File: src/rtl/lcd_pkg.sv
// Shared types and constants for the lcd_char_stream HD44780 4-bit driver.
package lcd_pkg;

  typedef enum logic [2:0] {
    PWRUP,
    INIT_NIB,
    INIT_BYTE,
    IDLE,
    TX_HI,
    TX_LO,
    WAIT
  } lcd_state_e;

  typedef enum logic [2:0] {
    T_IDLE,
    T_SETUP,
    T_PULSE,
    T_HOLD,
    T_WAIT
  } nib_phase_e;

  localparam logic [7:0] CMD_FUNC_4BIT_2LINE = 8'h28;
  localparam logic [7:0] CMD_DISP_ON         = 8'h0C;
  localparam logic [7:0] CMD_CLEAR           = 8'h01;
  localparam logic [7:0] CMD_ENTRY_INC       = 8'h06;
  localparam logic [7:0] CMD_DDRAM_ROW0      = 8'h80;
  localparam logic [7:0] CMD_DDRAM_ROW1      = 8'hC0;

  localparam logic [3:0] INIT_NIB_8BIT = 4'h3;
  localparam logic [3:0] INIT_NIB_4BIT = 4'h2;

  // Clear and home commands need the long busy time.
  function automatic logic is_long_cmd(input logic rs, input logic [7:0] data);
    return !rs && (data == 8'h01 || data == 8'h02 || data == 8'h03);
  endfunction

  function automatic logic [7:0] init_byte(input logic [1:0] idx);
    logic [7:0] b;
    case (idx)
      2'd0:    b = CMD_FUNC_4BIT_2LINE;
      2'd1:    b = CMD_DISP_ON;
      2'd2:    b = CMD_CLEAR;
      default: b = CMD_ENTRY_INC;
    endcase
    return b;
  endfunction

endpackage

File: src/rtl/lcd_nibble_tx.sv
// Nibble sequencer (SETUP/PULSE/HOLD) plus plain timed waits, sharing one
// down-counter; owns the registered lcd_e/lcd_rs/lcd_d pins.
module lcd_nibble_tx
  import lcd_pkg::*;
#(
  parameter int unsigned E_HIGH_CYC     = 50,
  parameter int unsigned NIBBLE_GAP_CYC = 100,
  parameter int unsigned CNT_W          = 8
) (
  input  logic             clock,
  input  logic             reset,
  input  logic             start,
  input  logic             send,
  input  logic [3:0]       nib,
  input  logic             rs,
  input  logic [CNT_W-1:0] wait_cyc,
  output logic             ready,
  output logic             lcd_e,
  output logic             lcd_rs,
  output logic [3:0]       lcd_d
);

  localparam logic [CNT_W-1:0] PULSE_LD = CNT_W'(E_HIGH_CYC - 1);
  localparam logic [CNT_W-1:0] HOLD_LD  = CNT_W'(NIBBLE_GAP_CYC - 1);
  localparam logic [CNT_W-1:0] ONE      = CNT_W'(1);

  nib_phase_e       phase_q, phase_d;
  logic [CNT_W-1:0] cnt_q, cnt_d;
  logic             e_q, e_d;
  logic             rs_q, rs_d;
  logic [3:0]       d_q, d_d;
  logic             last;

  // ready is also high in the final cycle of a sequence so the next command
  // starts without a bubble cycle.
  always_comb begin
    phase_d = phase_q;
    cnt_d   = cnt_q;
    e_d     = e_q;
    rs_d    = rs_q;
    d_d     = d_q;
    last    = (cnt_q == '0);
    ready   = (phase_q == T_IDLE) || (last && (phase_q == T_HOLD || phase_q == T_WAIT));

    case (phase_q)
      T_SETUP: begin
        phase_d = T_PULSE;
        cnt_d   = PULSE_LD;
        e_d     = 1'b1;
      end
      T_PULSE: begin
        if (last) begin
          phase_d = T_HOLD;
          cnt_d   = HOLD_LD;
          e_d     = 1'b0;
        end else begin
          cnt_d = cnt_q - ONE;
        end
      end
      T_HOLD, T_WAIT: begin
        if (last) phase_d = T_IDLE;
        else      cnt_d   = cnt_q - ONE;
      end
      default: ;
    endcase

    if (start && ready) begin
      if (send) begin
        phase_d = T_SETUP;
        cnt_d   = '0;
        rs_d    = rs;
        d_d     = nib;
      end else begin
        phase_d = T_WAIT;
        cnt_d   = wait_cyc - ONE;
      end
    end
  end

  always_ff @(posedge clock or posedge reset) begin
    if (reset) begin
      phase_q <= T_IDLE;
      cnt_q   <= '0;
      e_q     <= 1'b0;
      rs_q    <= 1'b0;
      d_q     <= '0;
    end else begin
      phase_q <= phase_d;
      cnt_q   <= cnt_d;
      e_q     <= e_d;
      rs_q    <= rs_d;
      d_q     <= d_d;
    end
  end

  assign lcd_e  = e_q;
  assign lcd_rs = rs_q;
  assign lcd_d  = d_q;

endmodule

File: src/rtl/lcd_char_stream.sv
// HD44780 4-bit character stream driver: autonomous power-on init, then
// valid/ready byte transfer. Define LCD_LINE_WRAP_EN for 16x2 cursor wrap.
module lcd_char_stream
  import lcd_pkg::*;
#(
  parameter int unsigned E_HIGH_CYC     = 50,
  parameter int unsigned NIBBLE_GAP_CYC = 100,
  parameter int unsigned CMD_WAIT_CYC   = 5000,
  parameter int unsigned LONG_WAIT_CYC  = 164000,
  parameter int unsigned POWERUP_CYC    = 1500000,
  parameter int unsigned INIT_WAIT_CYC  = 410000
) (
  input  logic       clock,
  input  logic       reset,
  input  logic       in_valid,
  input  logic       in_rs,
  input  logic [7:0] in_data,
  output logic       in_ready,
  output logic       init_done,
  output logic       lcd_rs,
  output logic       lcd_e,
  output logic [3:0] lcd_d
);

  localparam int unsigned MAX_A   = (POWERUP_CYC > LONG_WAIT_CYC) ? POWERUP_CYC : LONG_WAIT_CYC;
  localparam int unsigned MAX_B   = (INIT_WAIT_CYC > 2 * CMD_WAIT_CYC) ? INIT_WAIT_CYC : 2 * CMD_WAIT_CYC;
  localparam int unsigned MAX_C   = (E_HIGH_CYC > NIBBLE_GAP_CYC) ? E_HIGH_CYC : NIBBLE_GAP_CYC;
  localparam int unsigned MAX_AB  = (MAX_A > MAX_B) ? MAX_A : MAX_B;
  localparam int unsigned MAX_CYC = (MAX_AB > MAX_C) ? MAX_AB : MAX_C;
  localparam int unsigned CNT_W   = $clog2(MAX_CYC + 1);

  localparam logic [CNT_W-1:0] W_PWRUP = CNT_W'(POWERUP_CYC);
  localparam logic [CNT_W-1:0] W_INIT  = CNT_W'(INIT_WAIT_CYC);
  localparam logic [CNT_W-1:0] W_CMD   = CNT_W'(CMD_WAIT_CYC);
  localparam logic [CNT_W-1:0] W_CMD2  = CNT_W'(2 * CMD_WAIT_CYC);
  localparam logic [CNT_W-1:0] W_LONG  = CNT_W'(LONG_WAIT_CYC);

  lcd_state_e       state_q, state_d;
  logic [1:0]       sub_q, sub_d;
  logic [1:0]       idx_q, idx_d;
  logic [7:0]       byte_q, byte_d;
  logic             rs_q, rs_d;
  logic             init_done_q, init_done_d;

  logic             tx_start, tx_send, tx_rs, tx_ready;
  logic [3:0]       tx_nib;
  logic [CNT_W-1:0] tx_wait, nib_wait, byte_wait;

`ifdef LCD_LINE_WRAP_EN
  logic [3:0] col_q, col_d;
  logic       row_q, row_d;
  logic       wrap_q, wrap_d;
`endif

  always_comb begin
    case (idx_q)
      2'd0:    nib_wait = W_INIT;
      2'd1:    nib_wait = W_CMD2;
      default: nib_wait = W_CMD;
    endcase
    byte_wait = is_long_cmd(rs_q, byte_q) ? W_LONG : W_CMD;
  end

  // sub_q tracks which command is currently in flight within a state:
  // 0 = first nibble, 1 = second nibble or post-nibble wait, 2 = post-byte wait.
  always_comb begin
    state_d     = state_q;
    sub_d       = sub_q;
    idx_d       = idx_q;
    byte_d      = byte_q;
    rs_d        = rs_q;
    init_done_d = init_done_q;
    tx_start    = 1'b0;
    tx_send     = 1'b1;
    tx_nib      = byte_q[3:0];
    tx_rs       = rs_q;
    tx_wait     = W_CMD;
`ifdef LCD_LINE_WRAP_EN
    col_d       = col_q;
    row_d       = row_q;
    wrap_d      = wrap_q;
`endif

    case (state_q)
      PWRUP: begin
        if (tx_ready) begin
          tx_start = 1'b1;
          if (sub_q == 2'd0) begin
            tx_send = 1'b0;
            tx_wait = W_PWRUP;
            sub_d   = 2'd1;
          end else begin
            tx_nib  = INIT_NIB_8BIT;
            tx_rs   = 1'b0;
            state_d = INIT_NIB;
            idx_d   = 2'd0;
            sub_d   = 2'd0;
          end
        end
      end
      INIT_NIB: begin
        if (tx_ready) begin
          tx_start = 1'b1;
          tx_rs    = 1'b0;
          if (sub_q == 2'd0) begin
            tx_send = 1'b0;
            tx_wait = nib_wait;
            sub_d   = 2'd1;
          end else if (idx_q != 2'd3) begin
            tx_nib = (idx_q == 2'd2) ? INIT_NIB_4BIT : INIT_NIB_8BIT;
            idx_d  = idx_q + 2'd1;
            sub_d  = 2'd0;
          end else begin
            byte_d  = init_byte(2'd0);
            rs_d    = 1'b0;
            tx_nib  = byte_d[7:4];
            state_d = INIT_BYTE;
            idx_d   = 2'd0;
            sub_d   = 2'd0;
          end
        end
      end
      INIT_BYTE: begin
        if (tx_ready) begin
          if (sub_q == 2'd0) begin
            tx_start = 1'b1;
            sub_d    = 2'd1;
          end else if (sub_q == 2'd1) begin
            tx_start = 1'b1;
            tx_send  = 1'b0;
            tx_wait  = byte_wait;
            sub_d    = 2'd2;
          end else if (idx_q == 2'd3) begin
            state_d     = IDLE;
            init_done_d = 1'b1;
            sub_d       = 2'd0;
          end else begin
            idx_d    = idx_q + 2'd1;
            byte_d   = init_byte(idx_q + 2'd1);
            tx_start = 1'b1;
            tx_nib   = byte_d[7:4];
            sub_d    = 2'd0;
          end
        end
      end
      IDLE: begin
        if (in_valid) begin
          byte_d   = in_data;
          rs_d     = in_rs;
          tx_start = 1'b1;
          tx_nib   = in_data[7:4];
          tx_rs    = in_rs;
          state_d  = TX_HI;
`ifdef LCD_LINE_WRAP_EN
          if (in_rs) begin
            if (col_q == 4'd15) begin
              col_d  = '0;
              row_d  = ~row_q;
              wrap_d = 1'b1;
            end else begin
              col_d = col_q + 4'd1;
            end
          end else if (is_long_cmd(1'b0, in_data)) begin
            col_d = '0;
            row_d = 1'b0;
          end else if (in_data[7]) begin
            col_d = in_data[3:0];
            row_d = in_data[6];
          end
`endif
        end
      end
      TX_HI: begin
        if (tx_ready) begin
          tx_start = 1'b1;
          state_d  = TX_LO;
        end
      end
      TX_LO: begin
        if (tx_ready) begin
          tx_start = 1'b1;
          tx_send  = 1'b0;
          tx_wait  = byte_wait;
          state_d  = WAIT;
        end
      end
      WAIT: begin
        if (tx_ready) begin
          state_d = IDLE;
`ifdef LCD_LINE_WRAP_EN
          // Row already toggled at accept time, so it selects the new line.
          if (wrap_q) begin
            wrap_d   = 1'b0;
            byte_d   = row_q ? CMD_DDRAM_ROW1 : CMD_DDRAM_ROW0;
            rs_d     = 1'b0;
            tx_start = 1'b1;
            tx_nib   = byte_d[7:4];
            tx_rs    = 1'b0;
            state_d  = TX_HI;
          end
`endif
        end
      end
      default: state_d = PWRUP;
    endcase
  end

  always_ff @(posedge clock or posedge reset) begin
    if (reset) begin
      state_q     <= PWRUP;
      sub_q       <= '0;
      idx_q       <= '0;
      byte_q      <= '0;
      rs_q        <= 1'b0;
      init_done_q <= 1'b0;
    end else begin
      state_q     <= state_d;
      sub_q       <= sub_d;
      idx_q       <= idx_d;
      byte_q      <= byte_d;
      rs_q        <= rs_d;
      init_done_q <= init_done_d;
    end
  end

`ifdef LCD_LINE_WRAP_EN
  always_ff @(posedge clock or posedge reset) begin
    if (reset) begin
      col_q  <= '0;
      row_q  <= 1'b0;
      wrap_q <= 1'b0;
    end else begin
      col_q  <= col_d;
      row_q  <= row_d;
      wrap_q <= wrap_d;
    end
  end
`endif

  lcd_nibble_tx #(
    .E_HIGH_CYC     (E_HIGH_CYC),
    .NIBBLE_GAP_CYC (NIBBLE_GAP_CYC),
    .CNT_W          (CNT_W)
  ) u_tx (
    .clock    (clock),
    .reset    (reset),
    .start    (tx_start),
    .send     (tx_send),
    .nib      (tx_nib),
    .rs       (tx_rs),
    .wait_cyc (tx_wait),
    .ready    (tx_ready),
    .lcd_e    (lcd_e),
    .lcd_rs   (lcd_rs),
    .lcd_d    (lcd_d)
  );

  assign in_ready  = (state_q == IDLE);
  assign init_done = init_done_q;

endmodule

File: config.mk
export PLATFORM = sky130hd
export DESIGN_NAME = lcd_char_stream
export DESIGN_NICKNAME = d
export VERILOG_FILES = /design/src/rtl/lcd_pkg.sv /design/src/rtl/lcd_nibble_tx.sv /design/src/rtl/lcd_char_stream.sv
export SDC_FILE = /design/constraint.sdc
export NUM_CORES = 1
export LEC_CHECK = 0
export BUFFER_PORTS_ARGS = -buffer_cell sky130_fd_sc_hd__buf_4
export CORE_MARGIN = 2
export CORE_UTILIZATION = 62
export DETAILED_ROUTE_END_ITERATION = 7
export PLACE_DENSITY = 0.9
export SETUP_SLACK_MARGIN = 0.3
export SLEW_MARGIN = 20
export SYNTH_ARGS = -nofsm -noshare
export SYNTH_HDL_FRONTEND = slang
export SYNTH_HIERARCHICAL = 1
export SYNTH_SLANG_ARGS = --single-unit
File: constraint.sdc
create_clock -name clock -period 5.55 [get_ports clock]
set_input_delay 1.11 -clock clock [delete_from_list [all_inputs] [get_ports clock]]
set_output_delay 1.11 -clock clock [all_outputs]
set_load 0.03 [all_outputs]
==> reports/metrics.cfg <==
[finish]
area_growth_pct=7.13
stdcell_area_sq_um=4250
nets=516
final_layout_size_suffix_gt1_frac=0.148
antennaDiodeCount=0
final_cells=571
final_cell_mix=dfrtp_1, nand2_1, nor2_1
final_common_cell=dfrtp_1
final_util=0.677

[timing]
finalCritPeriodShare=0.879
worst_pin_slew_ns=0.823
period_needed_ns=4.88
hold_violations=0
max_freq_mhz=205
holdWs_ns=0.522
rsz0062_at_grt=no
drv_slew=0
tns_ns=0
setup_viol=0
slew_headroom=0.445
fin_ws_ns=0.670
timing.clock.skew_ns=0.00759

[global_routing]
grt_pass1_wl_mm=18.0
grt_start_max_net_pins=31
antenna_found_initial=0
grt_overflow=0
grt_pass1_vias=3694
gr-usage-all-layers=0.309

[route]
routed-wl-met2_mm=5.25
vias=3874
wl_per_cell_um=18.4
ant_nets=0
top_layer=met4
wl_mm=10.5
via_per_inst=6.78
drc=0
drt_first_iter_violations=439
wl_met3_um=921
dr.pass1.iters=5
met1_length_mm=4.11

[floorplan]
initial_core_util=0.632
row_count=29
die_w_um=84.0
io_pins=20
core_sq_um=6280
chipHeight_um=84.0
die_area_sq_um=7050

[yosys]
synth_top_family_by_area=compound AO/OA/AOI/OAI gates
synth_compound_area_frac=0.268
ys_top_cells_by_area=dfrtp_1, o21ai_0, nand2_1
ys_ff_latch=47
synthAdderAreaFrac=0.0372
synth_xor_area_frac=0.0397
netlist_instances=470
syn-mean-instance-area_sq_um=8.44
synth_edf_count=0
async_flop_share=1.00
synth_ff_type=dfrtp_1
synth-simple-area-share=0.254
synth_mux_area_frac=0.0429
synth_top_area_share=0.297
yosysTopAreaCell=dfrtp_1
ys_seq_area_frac=0.297
yosys.cell_types.count=83
syn_area_sq_um=3970
synth_warnings=6

[power]
leakagePower_nw=1.75
total_power_mw=0.664
vdd_drop_max_mv=0.118
power.density_nw_per_um2=156

[clock_network]
cts_htree_levels=2
clkTransAtPathRegs_ns=0.09
post_cts_buffers=0
cts_made_buffers=5
cts_buffer_depth=2
cts_sinks=47
cts_hold_buf=0
cts_tree=done
clock_latency_ns=0.30
cts_root_buf=clkbuf_8

[worst_hold_path]
min_path_cells=1
hp-class=reg2reg

[worst_setup_path]
critPathKind=reg2reg
path_buf_inv=0
cp_top_family=simple AND/OR/NAND/NOR gates
start_kind=flop
crit_fanout=14
worstRegToRegCells=13
cp.required_ns=5.69
crit_cells=13
cp_slowest_stage_delay_ns=0.80
path_cells=or4_4 -> nor3_4 -> nand4_2 -> nand2_2 -> nor4b_1 -> o211a_1 -> o21ai_0 -> o21a_1 -> or4b_2 -> nand4b_1 -> nor4_1 -> xnor2_1 -> o221ai_1
crit_slowest_cell=or4b_2
crit_arrival_ns=5.02
critPathCaptureType=flop

[placement]
place_area_sq_um=4150
detailed_place_hpwl_mm=7.63
place_congestion=0.921
dp.cells=563
dp_slack_ns=0.667
portBuffers=19

[job]
cap_violations=0

[outcome]
status=complete, no violations

## power breakdown
group	total [mW]	switching, mW	internal (mW)
clock	0.216	0.126	0.0908
sequential	0.367	0.0150	0.352
combinational	0.0804	0.0492	0.0311
## kinds of logic after synthesis
| group | count (synthesis) |
|---|---|
| AND/OR/NAND/NOR | 178 |
| AO/OA/AOI/OAI | 149 |
| buffers and inverters | 51 |
| flip-flops | 47 |
| XOR/XNOR | 18 |
| multiplexers | 14 |
| adder cells (fa/ha/maj) | 12 |
| other | 1 |
## registers in the layout (all words and copies together) (netlist names)
name,flops
byte_q,8
idx_q,2
init_done,1
rs_q,1
state_q,3
sub_q,2
u_tx/cnt_q,21
u_tx/lcd_d,4
u_tx/lcd_e,1
u_tx/lcd_rs,1
u_tx/phase_q,3
## cell usage after synthesis (3+ instances only)
cell        n
nand2b_1    9
or3_1       8
clkbuf_1   13
nor4_1     15
nand4_1     3
nand2_1    39
a31oi_1     4
buf_6       5
o22a_1      3
or2_2       4
mux2_2      8
a2bb2oi_1   3
dfrtp_1    47
ha_1       11
xnor2_1    13
buf_2       5
o21ai_1     3
xor2_1      5
a211o_1     6
a21oi_1    24
nand3_1     7
nor2b_1     6
o21ai_0    32
a22oi_1     3
mux2_4      4
o32ai_1     5
a22o_1     11
a21o_1      5
o211ai_1    3
o21a_1      5
o31ai_1     5
nor3_1     21
nor2_1     35
o221ai_1    5
inv_1      24
o22ai_1     8
## worst register-to-register path, stage by stage, from the launching register on
cell and delay [ns]:
dfrtp_1 0.47, or4_4 0.65, nor3_4 0.26, nand4_2 0.16, nand2_2 0.29, nor4b_1 0.32, o211a_1 0.21, o21ai_0 0.29
o21a_1 0.33, or4b_2 0.80, nand4b_1 0.27, nor4_1 0.33, xnor2_1 0.18, o221ai_1 0.15
## per-layer routing
metal  GRT usage  vias to the layer above
met5           0                        -
met4      0.0924                        0
met3      0.0455                       32
met2       0.527                      225
met1       0.408                     1831
li1            -                     1786
## worst paths after layout
| check | slack [ns] | endpoint | start |
|---|---|---|---|
| setup / recovery | 0.67 | u_tx/cnt_q[20]$_DFFE_PP0P_ | u_tx/cnt_q[12]$_DFFE_PP0P_ |
| hold / removal | 0.52 | u_tx/lcd_d[3]$_DFFE_PP0P_ | u_tx/lcd_d[3]$_DFFE_PP0P_ |
| setup reg to reg | 0.67 | u_tx/cnt_q[20]$_DFFE_PP0P_ | u_tx/cnt_q[12]$_DFFE_PP0P_ |
| hold reg to reg | 0.52 | u_tx/lcd_d[3]$_DFFE_PP0P_ | u_tx/lcd_d[3]$_DFFE_PP0P_ |
| max in group asynchronous | 4.21 | state_q[0]$_DFFE_PP0P_ | reset |
| min in group asynchronous | 0.88 | u_tx/lcd_rs$_DFFE_PP0P_ | reset |
## cell type report
type	count	area [sq um]
Timing Repair Buffer	22	165
Sequential cell	47	1180
Multi-Input combinational cell	392	2630
Clock inverter	2	16.3
Tap cell	77	96.3
Inverter	25	93.8
Fill cell	493	2030
Clock buffer	6	72.6
## repair_timing
item / in CTS / in global routing
resized for setup: 0 / 2
hold endpoints to repair: 0 / 0
endpoints found under the setup margin: 0 / 4
(Power assumes the default switching activity.)
